`config.mk`:
```
export PLATFORM = sky130hd
export DESIGN_NAME = usb_tx_framer_flat
export DESIGN_NICKNAME = d
export VERILOG_FILES = /design/src/rtl/usb_tx_framer_if.sv /design/src/rtl/usb_tx_framer.sv /design/src/flat_wrapper.sv
export SDC_FILE = /design/constraint.sdc
export NUM_CORES = 1
export LEC_CHECK = 0
export BUFFER_PORTS_ARGS = -buffer_cell sky130_fd_sc_hd__buf_2
export CAP_MARGIN = 20
export CORE_MARGIN = 1.5
export CORE_UTILIZATION = 50
export CTS_CLUSTER_SIZE = 8
export DETAILED_ROUTE_END_ITERATION = 12
export PLACE_DENSITY = 0.88
export SETUP_SLACK_MARGIN = 0.15
export SYNTH_ARGS = -nofsm -noshare
export SYNTH_HDL_FRONTEND = slang
export SYNTH_SLANG_ARGS = --single-unit
```
`constraint.sdc`:
```
create_clock -name clk -period 1.7 [get_ports clk]
set_input_delay 0.17 -clock clk [delete_from_list [all_inputs] [get_ports clk]]
set_output_delay 0.17 -clock clk [all_outputs]
set_load 0.01 [all_outputs]
```
`src/rtl/usb_tx_framer_if.sv`:
```
// Byte-level link between the framer, the TX data FIFO and the downstream serializer.
// The master modport is the environment side; the slave modport is the framer side.
interface usb_tx_framer_if #(
  parameter int unsigned OCC_W = 7
);
  logic [7:0]       tx_packet_data;
  logic [OCC_W-1:0] buffer_occupancy;
  logic             get_tx_data;
  logic [7:0]       shift_data;
  logic             is_eop;
  logic             byte_ready;

  modport master (
    output tx_packet_data, buffer_occupancy, byte_ready,
    input  get_tx_data, shift_data, is_eop
  );

  modport slave (
    input  tx_packet_data, buffer_occupancy, byte_ready,
    output get_tx_data, shift_data, is_eop
  );
endinterface

```
`src/rtl/usb_tx_framer.sv`:
```
// USB transmit packet framer: SYNC, PID, payload, CRC16 and EOP bytes, one byte per serializer handshake.
// Define USB_TX_CRC_EN to generate the CRC16 bytes; without it packets go from PID/payload straight to EOP.
module usb_tx_framer #(
  parameter int unsigned SYNC_BYTES  = 1,
  parameter int unsigned MAX_PAYLOAD = 64,
  parameter int unsigned OCC_W       = 7
) (
  input  logic           clk,
  input  logic           rst,
  input  logic           begin_packet_i,
  input  logic [2:0]     tx_packet_i,
  usb_tx_framer_if.slave bus,
  output logic           end_packet_o,
  output logic           busy_o,
  output logic           pkt_err_o
);

  localparam int unsigned PAY_W     = $clog2(MAX_PAYLOAD + 1);
  localparam logic [1:0]  SYNC_LAST = 2'(SYNC_BYTES - 1);
  localparam logic [PAY_W-1:0] PAY_LAST = PAY_W'(MAX_PAYLOAD - 1);

  localparam logic [2:0] PT_DATA0 = 3'd1;
  localparam logic [2:0] PT_ACK   = 3'd2;
  localparam logic [2:0] PT_NAK   = 3'd3;
  localparam logic [2:0] PT_STALL = 3'd4;
  localparam logic [2:0] PT_DATA1 = 3'd5;

  typedef enum logic [2:0] {
    S_IDLE,
    S_SYNC,
    S_PID,
    S_DATA,
`ifdef USB_TX_CRC_EN
    S_CRC_LO,
    S_CRC_HI,
`endif
    S_EOP1,
    S_EOP2
  } state_e;

  // Where the packet goes once the payload (possibly empty) is finished
`ifdef USB_TX_CRC_EN
  localparam state_e S_POST_DATA = S_CRC_LO;
`else
  localparam state_e S_POST_DATA = S_EOP1;
`endif

  state_e           state_q, state_d;
  logic [2:0]       ptype_q, ptype_d;
  logic [1:0]       sync_cnt_q, sync_cnt_d;
  logic [PAY_W-1:0] pay_cnt_q, pay_cnt_d;
  logic             busy_q, end_packet_q, pkt_err_q, pkt_err_d;
  logic [7:0]       shift_data_c;
  logic             is_eop_c, get_tx_data_c;
  logic             legal_c, is_data_c;
  logic [7:0]       pid_c;

`ifdef USB_TX_CRC_EN
  logic [15:0] crc_q, crc_d;

  // Reflected USB CRC16 (x^16+x^15+x^2+1), data bits taken LSB first
  function automatic logic [15:0] crc16_step(input logic [15:0] crc, input logic [7:0] data);
    logic [15:0] c;
    c = crc;
    for (int i = 0; i < 8; i++) begin
      c = (c[0] ^ data[i]) ? ((c >> 1) ^ 16'hA001) : (c >> 1);
    end
    return c;
  endfunction
`endif

  always_comb begin
    legal_c   = (tx_packet_i >= PT_DATA0) && (tx_packet_i <= PT_DATA1);
    is_data_c = (ptype_q == PT_DATA0) || (ptype_q == PT_DATA1);
    case (ptype_q)
      PT_DATA0: pid_c = 8'hC3;
      PT_DATA1: pid_c = 8'h4B;
      PT_ACK:   pid_c = 8'hD2;
      PT_NAK:   pid_c = 8'h5A;
      PT_STALL: pid_c = 8'h1E;
      default:  pid_c = 8'h00;
    endcase
  end

  always_ff @(posedge clk) begin
    if (rst) begin
      state_q      <= S_IDLE;
      ptype_q      <= 3'd0;
      sync_cnt_q   <= 2'd0;
      pay_cnt_q    <= '0;
      busy_q       <= 1'b0;
      end_packet_q <= 1'b0;
      pkt_err_q    <= 1'b0;
`ifdef USB_TX_CRC_EN
      crc_q        <= 16'hFFFF;
`endif
    end else begin
      state_q      <= state_d;
      ptype_q      <= ptype_d;
      sync_cnt_q   <= sync_cnt_d;
      pay_cnt_q    <= pay_cnt_d;
      busy_q       <= (state_d != S_IDLE);
      end_packet_q <= (state_d == S_EOP2);
      pkt_err_q    <= pkt_err_d;
`ifdef USB_TX_CRC_EN
      crc_q        <= crc_d;
`endif
    end
  end

  always_comb begin
    state_d       = state_q;
    ptype_d       = ptype_q;
    sync_cnt_d    = sync_cnt_q;
    pay_cnt_d     = pay_cnt_q;
    pkt_err_d     = 1'b0;
    shift_data_c  = 8'h00;
    is_eop_c      = 1'b0;
    get_tx_data_c = 1'b0;
`ifdef USB_TX_CRC_EN
    crc_d         = crc_q;
`endif

    case (state_q)
      S_IDLE: begin
        if (begin_packet_i) begin
          if (legal_c) begin
            ptype_d    = tx_packet_i;
            sync_cnt_d = 2'd0;
            state_d    = S_SYNC;
          end else begin
            pkt_err_d = 1'b1;
          end
        end
      end
      S_SYNC: begin
        shift_data_c = (sync_cnt_q == SYNC_LAST) ? 8'h80 : 8'h00;
        if (bus.byte_ready) begin
          if (sync_cnt_q == SYNC_LAST) state_d = S_PID;
          else sync_cnt_d = sync_cnt_q + 2'd1;
        end
      end
      S_PID: begin
        shift_data_c = pid_c;
        if (bus.byte_ready) begin
          if (is_data_c) begin
            pay_cnt_d = '0;
`ifdef USB_TX_CRC_EN
            crc_d     = 16'hFFFF;
`endif
            state_d   = (bus.buffer_occupancy != '0) ? S_DATA : S_POST_DATA;
          end else begin
            state_d = S_EOP1;
          end
        end
      end
      S_DATA: begin
        shift_data_c  = bus.tx_packet_data;
        get_tx_data_c = bus.byte_ready;
        if (bus.byte_ready) begin
`ifdef USB_TX_CRC_EN
          crc_d     = crc16_step(crc_q, bus.tx_packet_data);
`endif
          pay_cnt_d = pay_cnt_q + PAY_W'(1);
          // Occupancy still counts the byte being popped this cycle
          if ((bus.buffer_occupancy <= OCC_W'(1)) || (pay_cnt_q == PAY_LAST)) state_d = S_POST_DATA;
        end
      end
`ifdef USB_TX_CRC_EN
      S_CRC_LO: begin
        shift_data_c = ~crc_q[7:0];
        if (bus.byte_ready) state_d = S_CRC_HI;
      end
      S_CRC_HI: begin
        shift_data_c = ~crc_q[15:8];
        if (bus.byte_ready) state_d = S_EOP1;
      end
`endif
      S_EOP1: begin
        shift_data_c = 8'hFC;
        is_eop_c     = 1'b1;
        state_d      = S_EOP2;
      end
      S_EOP2: begin
        shift_data_c = 8'hFC;
        is_eop_c     = 1'b1;
        state_d      = S_IDLE;
      end
      default: state_d = S_IDLE;
    endcase
  end

  assign bus.shift_data  = shift_data_c;
  assign bus.is_eop      = is_eop_c;
  assign bus.get_tx_data = get_tx_data_c;
  assign busy_o          = busy_q;
  assign end_packet_o    = end_packet_q;
  assign pkt_err_o       = pkt_err_q;

endmodule

```
`src/flat_wrapper.sv`:
```
// flat-port wrapper written by rule: the top's interface ports become plain ports
module usb_tx_framer_flat 
#(
  parameter int unsigned SYNC_BYTES  = 1,
  parameter int unsigned MAX_PAYLOAD = 64,
  parameter int unsigned OCC_W       = 7
)
  (clk, rst, begin_packet_i, tx_packet_i, end_packet_o, busy_o, pkt_err_o, bus_tx_packet_data, bus_buffer_occupancy, bus_byte_ready, bus_get_tx_data, bus_shift_data, bus_is_eop);
  usb_tx_framer_if #(.OCC_W(OCC_W)) bus_i ();
  input  logic clk;
  input  logic rst;
  input  logic begin_packet_i;
  input  logic [2:0] tx_packet_i;
  output logic end_packet_o;
  output logic busy_o;
  output logic pkt_err_o;
  input wire logic [$bits(bus_i.tx_packet_data)-1:0] bus_tx_packet_data;
  input wire logic [$bits(bus_i.buffer_occupancy)-1:0] bus_buffer_occupancy;
  input wire logic [$bits(bus_i.byte_ready)-1:0] bus_byte_ready;
  output wire logic [$bits(bus_i.get_tx_data)-1:0] bus_get_tx_data;
  output wire logic [$bits(bus_i.shift_data)-1:0] bus_shift_data;
  output wire logic [$bits(bus_i.is_eop)-1:0] bus_is_eop;
  assign bus_i.tx_packet_data = bus_tx_packet_data;
  assign bus_i.buffer_occupancy = bus_buffer_occupancy;
  assign bus_i.byte_ready = bus_byte_ready;
  assign bus_get_tx_data = bus_i.get_tx_data;
  assign bus_shift_data = bus_i.shift_data;
  assign bus_is_eop = bus_i.is_eop;
  usb_tx_framer #(.SYNC_BYTES(SYNC_BYTES), .MAX_PAYLOAD(MAX_PAYLOAD), .OCC_W(OCC_W)) u_core (.clk(clk), .rst(rst), .begin_packet_i(begin_packet_i), .tx_packet_i(tx_packet_i), .bus(bus_i), .end_packet_o(end_packet_o), .busy_o(busy_o), .pkt_err_o(pkt_err_o));
endmodule
```
==> metrics.md <==
| Metric | Value |
|---|---|
| Leak Pwr | about 0.00072 µW |
| Setup Crit Path Kind | reg2out |
| Post-Syn Nets | roughly 190 |
| Die height | 52.0 µm |
| Clock skew | approximately 0.013 ns |
| Worst R2R End | u_core.sync_cnt_q[1]$_SDFFE_PP0P_ |
| Final WL | approximately 3800 µm |
| Clock-pin slew on the worst setup and hold paths | ~0.13 ns |
| Synth cell types | 42 |
| RSZ-0062 raised after global routing | yes |
| Full die area | 2700 µm² |
| Clk root buf | clkbuf_4 |
| Max cap viols | 0 |
| Share of cells above drive strength 1 | 0.439 |
| Worst slew pin tran | roughly 0.33 ns |
| Worst R2R Start | u_core.state_q[0]$_SDFF_PP0_ |
| Number of CTS-inserted buffers | 3 |
| Boundary Pins | 35 |
| Antenna violations before repair | 0 |
| Overflow after GRT | 0 |
| Yosys Warn Count | 0 |
| Number of diodes | 0 |
| CTS sink count | 18 |
| Setup crit end kind | output port |
| Synth area leaders | dfxtp_1, a21oi_1, nor2_1 |
| Layout Area Growth over Synthesis | 43.9% |
| CP max FO | 7 |
| Synth Area in Compound Gates | 0.218 |
| Hold Fails Final Rpt | 0 |
| PD cells | between 600 and 700 nW/µm² |
| Post-Syn Instances | approximately 160 |
| Slew headroom | 0.777 |
| Fin. max-slew vios | 0 |
| Hold Slack | approximately 0.16 ns |
| Period utilisation layout | 0.945 |
| Vias in the first global route | between 1000 and 1500 |
| PortBufs | 34 |
| Syn Std Cell Area | between 1000 and 1500 µm² |
| Post-Synth Simple-Gate Area | 0.362 |
| Post-synthesis area per instance | about 7.4 µm² |
| Final setup fails | 0 |
| Mux share of post-synthesis cell area | 0.00834 |
| Largest family of logic cells by synthesized area | simple AND/OR/NAND/NOR gates |
| Minimum clock period | ~1.6 ns |
| R2r setup slk | ~0.14 ns |
| Hold path cells | 3 |
| Hold EP | u_core.ptype_q[2]$_SDFFE_PP0P_ |
| Starting Density | 0.537 |
| CTS tree | built |
| Initial DRC count | 48 |
| Synth top area share | 0.300 |
| Final #Nets | 237 |
| Row count | 17 |
| Detail Route Antenna Nets | 0 |
| Post-DR wirelength/cell | approximately 16 µm |
| Post-synth top area cell | dfxtp_1 |
| Hpwl dp | about 2200 µm |
| Adder-cell share of the synthesized area | 0.0209 |
| Setup tns final | 0 ns |
| Yosys reg bits | 18 |
| Most frequent cells in the layout | buf_2, nand2_1, nor2_1 |
| Clock network latency to the later pin of the worst-skew pair | roughly 0.30 ns |
| All-layer global routing usage | 0.255 |
| Hold WC Path Type | in2reg |
| # hold bufs at CTS | 0 |
| Most common cell after layout, fill and taps aside | buf_2 |
| FMAX | between 0.6 and 0.7 GHz |
| Worst R2R Path Depth | 7 |
| Largest net degree at the start of global routing | 14 |
| Clk buf depth | 2 |
| Routability cong. | between 0.8 and 0.9 |
| Chip width | about 52 µm |
| First-pass GRT wire length | around 5300 µm |
| Seq/Total Area, Yosys | 0.300 |
| Core box area | between 2000 and 2500 µm² |
| Crit start category | flip-flop |
| Req. time, crit path | between 1.5 and 2 ns |
| Hold_sp | tx_packet_i[2] |
| WP data arrival | 1.44 ns |
| Via-to-Cell Ratio | a little under 6 |
| Drt pass-1 iters | 4 |
| H-tree Lvls | 1 |
| Total number of vias | approximately 1400 |
| DRC | 0 |
| Peak VDD IR | between 400 and 500 µV |
| Outcome | finished clean |
| XOR/XNOR Fraction of Synth Area | 0.0365 |
==> power by group <==
part	switching [µW]	internal, µW	leakage, µW
combinational	163	161	0.000549
clock	150	130	0.0000210
sequential	24.6	435	0.000150
total	337	726	0.000720
==> layout make-up <==
type	instances	area (µm²)
well taps	28	35.0
flip-flops and latches	18	380
repair buffers	54	358
clock buffers	4	36.3
inverters	6	22.5
multi-input cells	130	895
fillers	159	507
==> through the flow <==
stage | util | instances | area (µm²) | power, µW | setup WS [ns]
2_1_floorplan | - | 163 | 1200 | 612 | 0.287
3_3_place_gp | 0.634 | 223 | 1420 | 682 | 0.184
3_5_place_dp | 0.634 | 223 | 1420 | 689 | 0.113
4_1_cts | 0.701 | 235 | 1570 | 994 | 0.135
5_1_grt | 0.773 | 240 | 1730 | 1110 | 0.0317
6_report | 0.773 | 240 | 1730 | 1060 | 0.0932
==> sequential cells by signal, indices dropped and copies added (netlist names) <==
signal               count
u_core.busy_o            1
u_core.end_packet_o      1
u_core.pay_cnt_q         7
u_core.pkt_err_o         1
u_core.ptype_q           3
u_core.state_q           3
u_core.sync_cnt_q        2
==> layer usage <==
layer | wire [µm] | up-vias | global-route usage
met4 | 145 | 0 | 0.0439
met5 | 0 | - | 0
met2 | 2010 | 66 | 0.483
met1 | 1460 | 651 | 0.305
met3 | 216 | 17 | 0.0345
li1 | - | 668 | -
==> critical path: stages (launching register included) <==
cell	delay, ns
dfxtp_4	0.40
nand2b_4	0.17
o31a_1	0.25
o21ai_1	0.16
buf_2	0.16
==> synthesized netlist by cell type (all sizes together) <==
| master | instances |
|---|---|
| nor3b | 1 |
| o31a | 1 |
| clkbuf | 3 |
| a21o | 1 |
| nand4 | 1 |
| and3 | 2 |
| nand3b | 4 |
| a211o | 1 |
| inv | 6 |
| a21boi | 1 |
| mux2i | 1 |
| o21bai | 1 |
| or3b | 1 |
| a221oi | 1 |
| a22oi | 1 |
| nand4b | 1 |
| dfxtp | 18 |
| o22ai | 1 |
| a22o | 1 |
| nand2 | 18 |
| nor3 | 10 |
| nand2b | 7 |
| buf | 6 |
| or4 | 1 |
| nand3 | 2 |
| a211oi | 1 |
| nor2 | 19 |
| o31ai | 1 |
| nor4b | 1 |
| a21oi | 19 |
| a31oi | 2 |
| nor4 | 1 |
| ha | 2 |
| or2 | 3 |
| nor2b | 6 |
| or3 | 1 |
| xnor2 | 5 |
| o21ai | 11 |
==> kinds of logic after synthesis <==
logic type / Yosys count
AO/OA/AOI/OAI: 43
adder cells (fa/ha/maj): 2
AND/OR/NAND/NOR: 79
multiplexers: 1
buffers and inverters: 15
XOR/XNOR: 5
flip-flops: 18
==> worst max path at each step <==
stage | endpoint | cells after the start | start | slack, ns
final | bus_shift_data[2] | 4 | u_core.ptype_q[1]$_SDFFE_PP0P_ | 0.09
after global routing | bus_shift_data[3] | 6 | u_core.ptype_q[1]$_SDFFE_PP0P_ | 0.03
after CTS | bus_shift_data[6] | 6 | u_core.state_q[2]$_SDFF_PP0_ | 0.13
after detailed placement | u_core.busy_o$_SDFF_PP0_ | 6 | bus_buffer_occupancy[1] | 0.11
after global placement | u_core.busy_o$_SDFF_PP0_ | 6 | bus_buffer_occupancy[1] | 0.18
after floorplan | bus_shift_data[6] | 5 | u_core.state_q[0]$_SDFF_PP0_ | 0.29
==> repair_timing <==
action,CTS,global route
setup endpoints to repair,9,19
setup buffers,8,5
pin swaps,4,10
hold endpoints to repair,0,0
gates resized for setup,23,27
No activity file was read; power rests on OpenSTA's default activity.
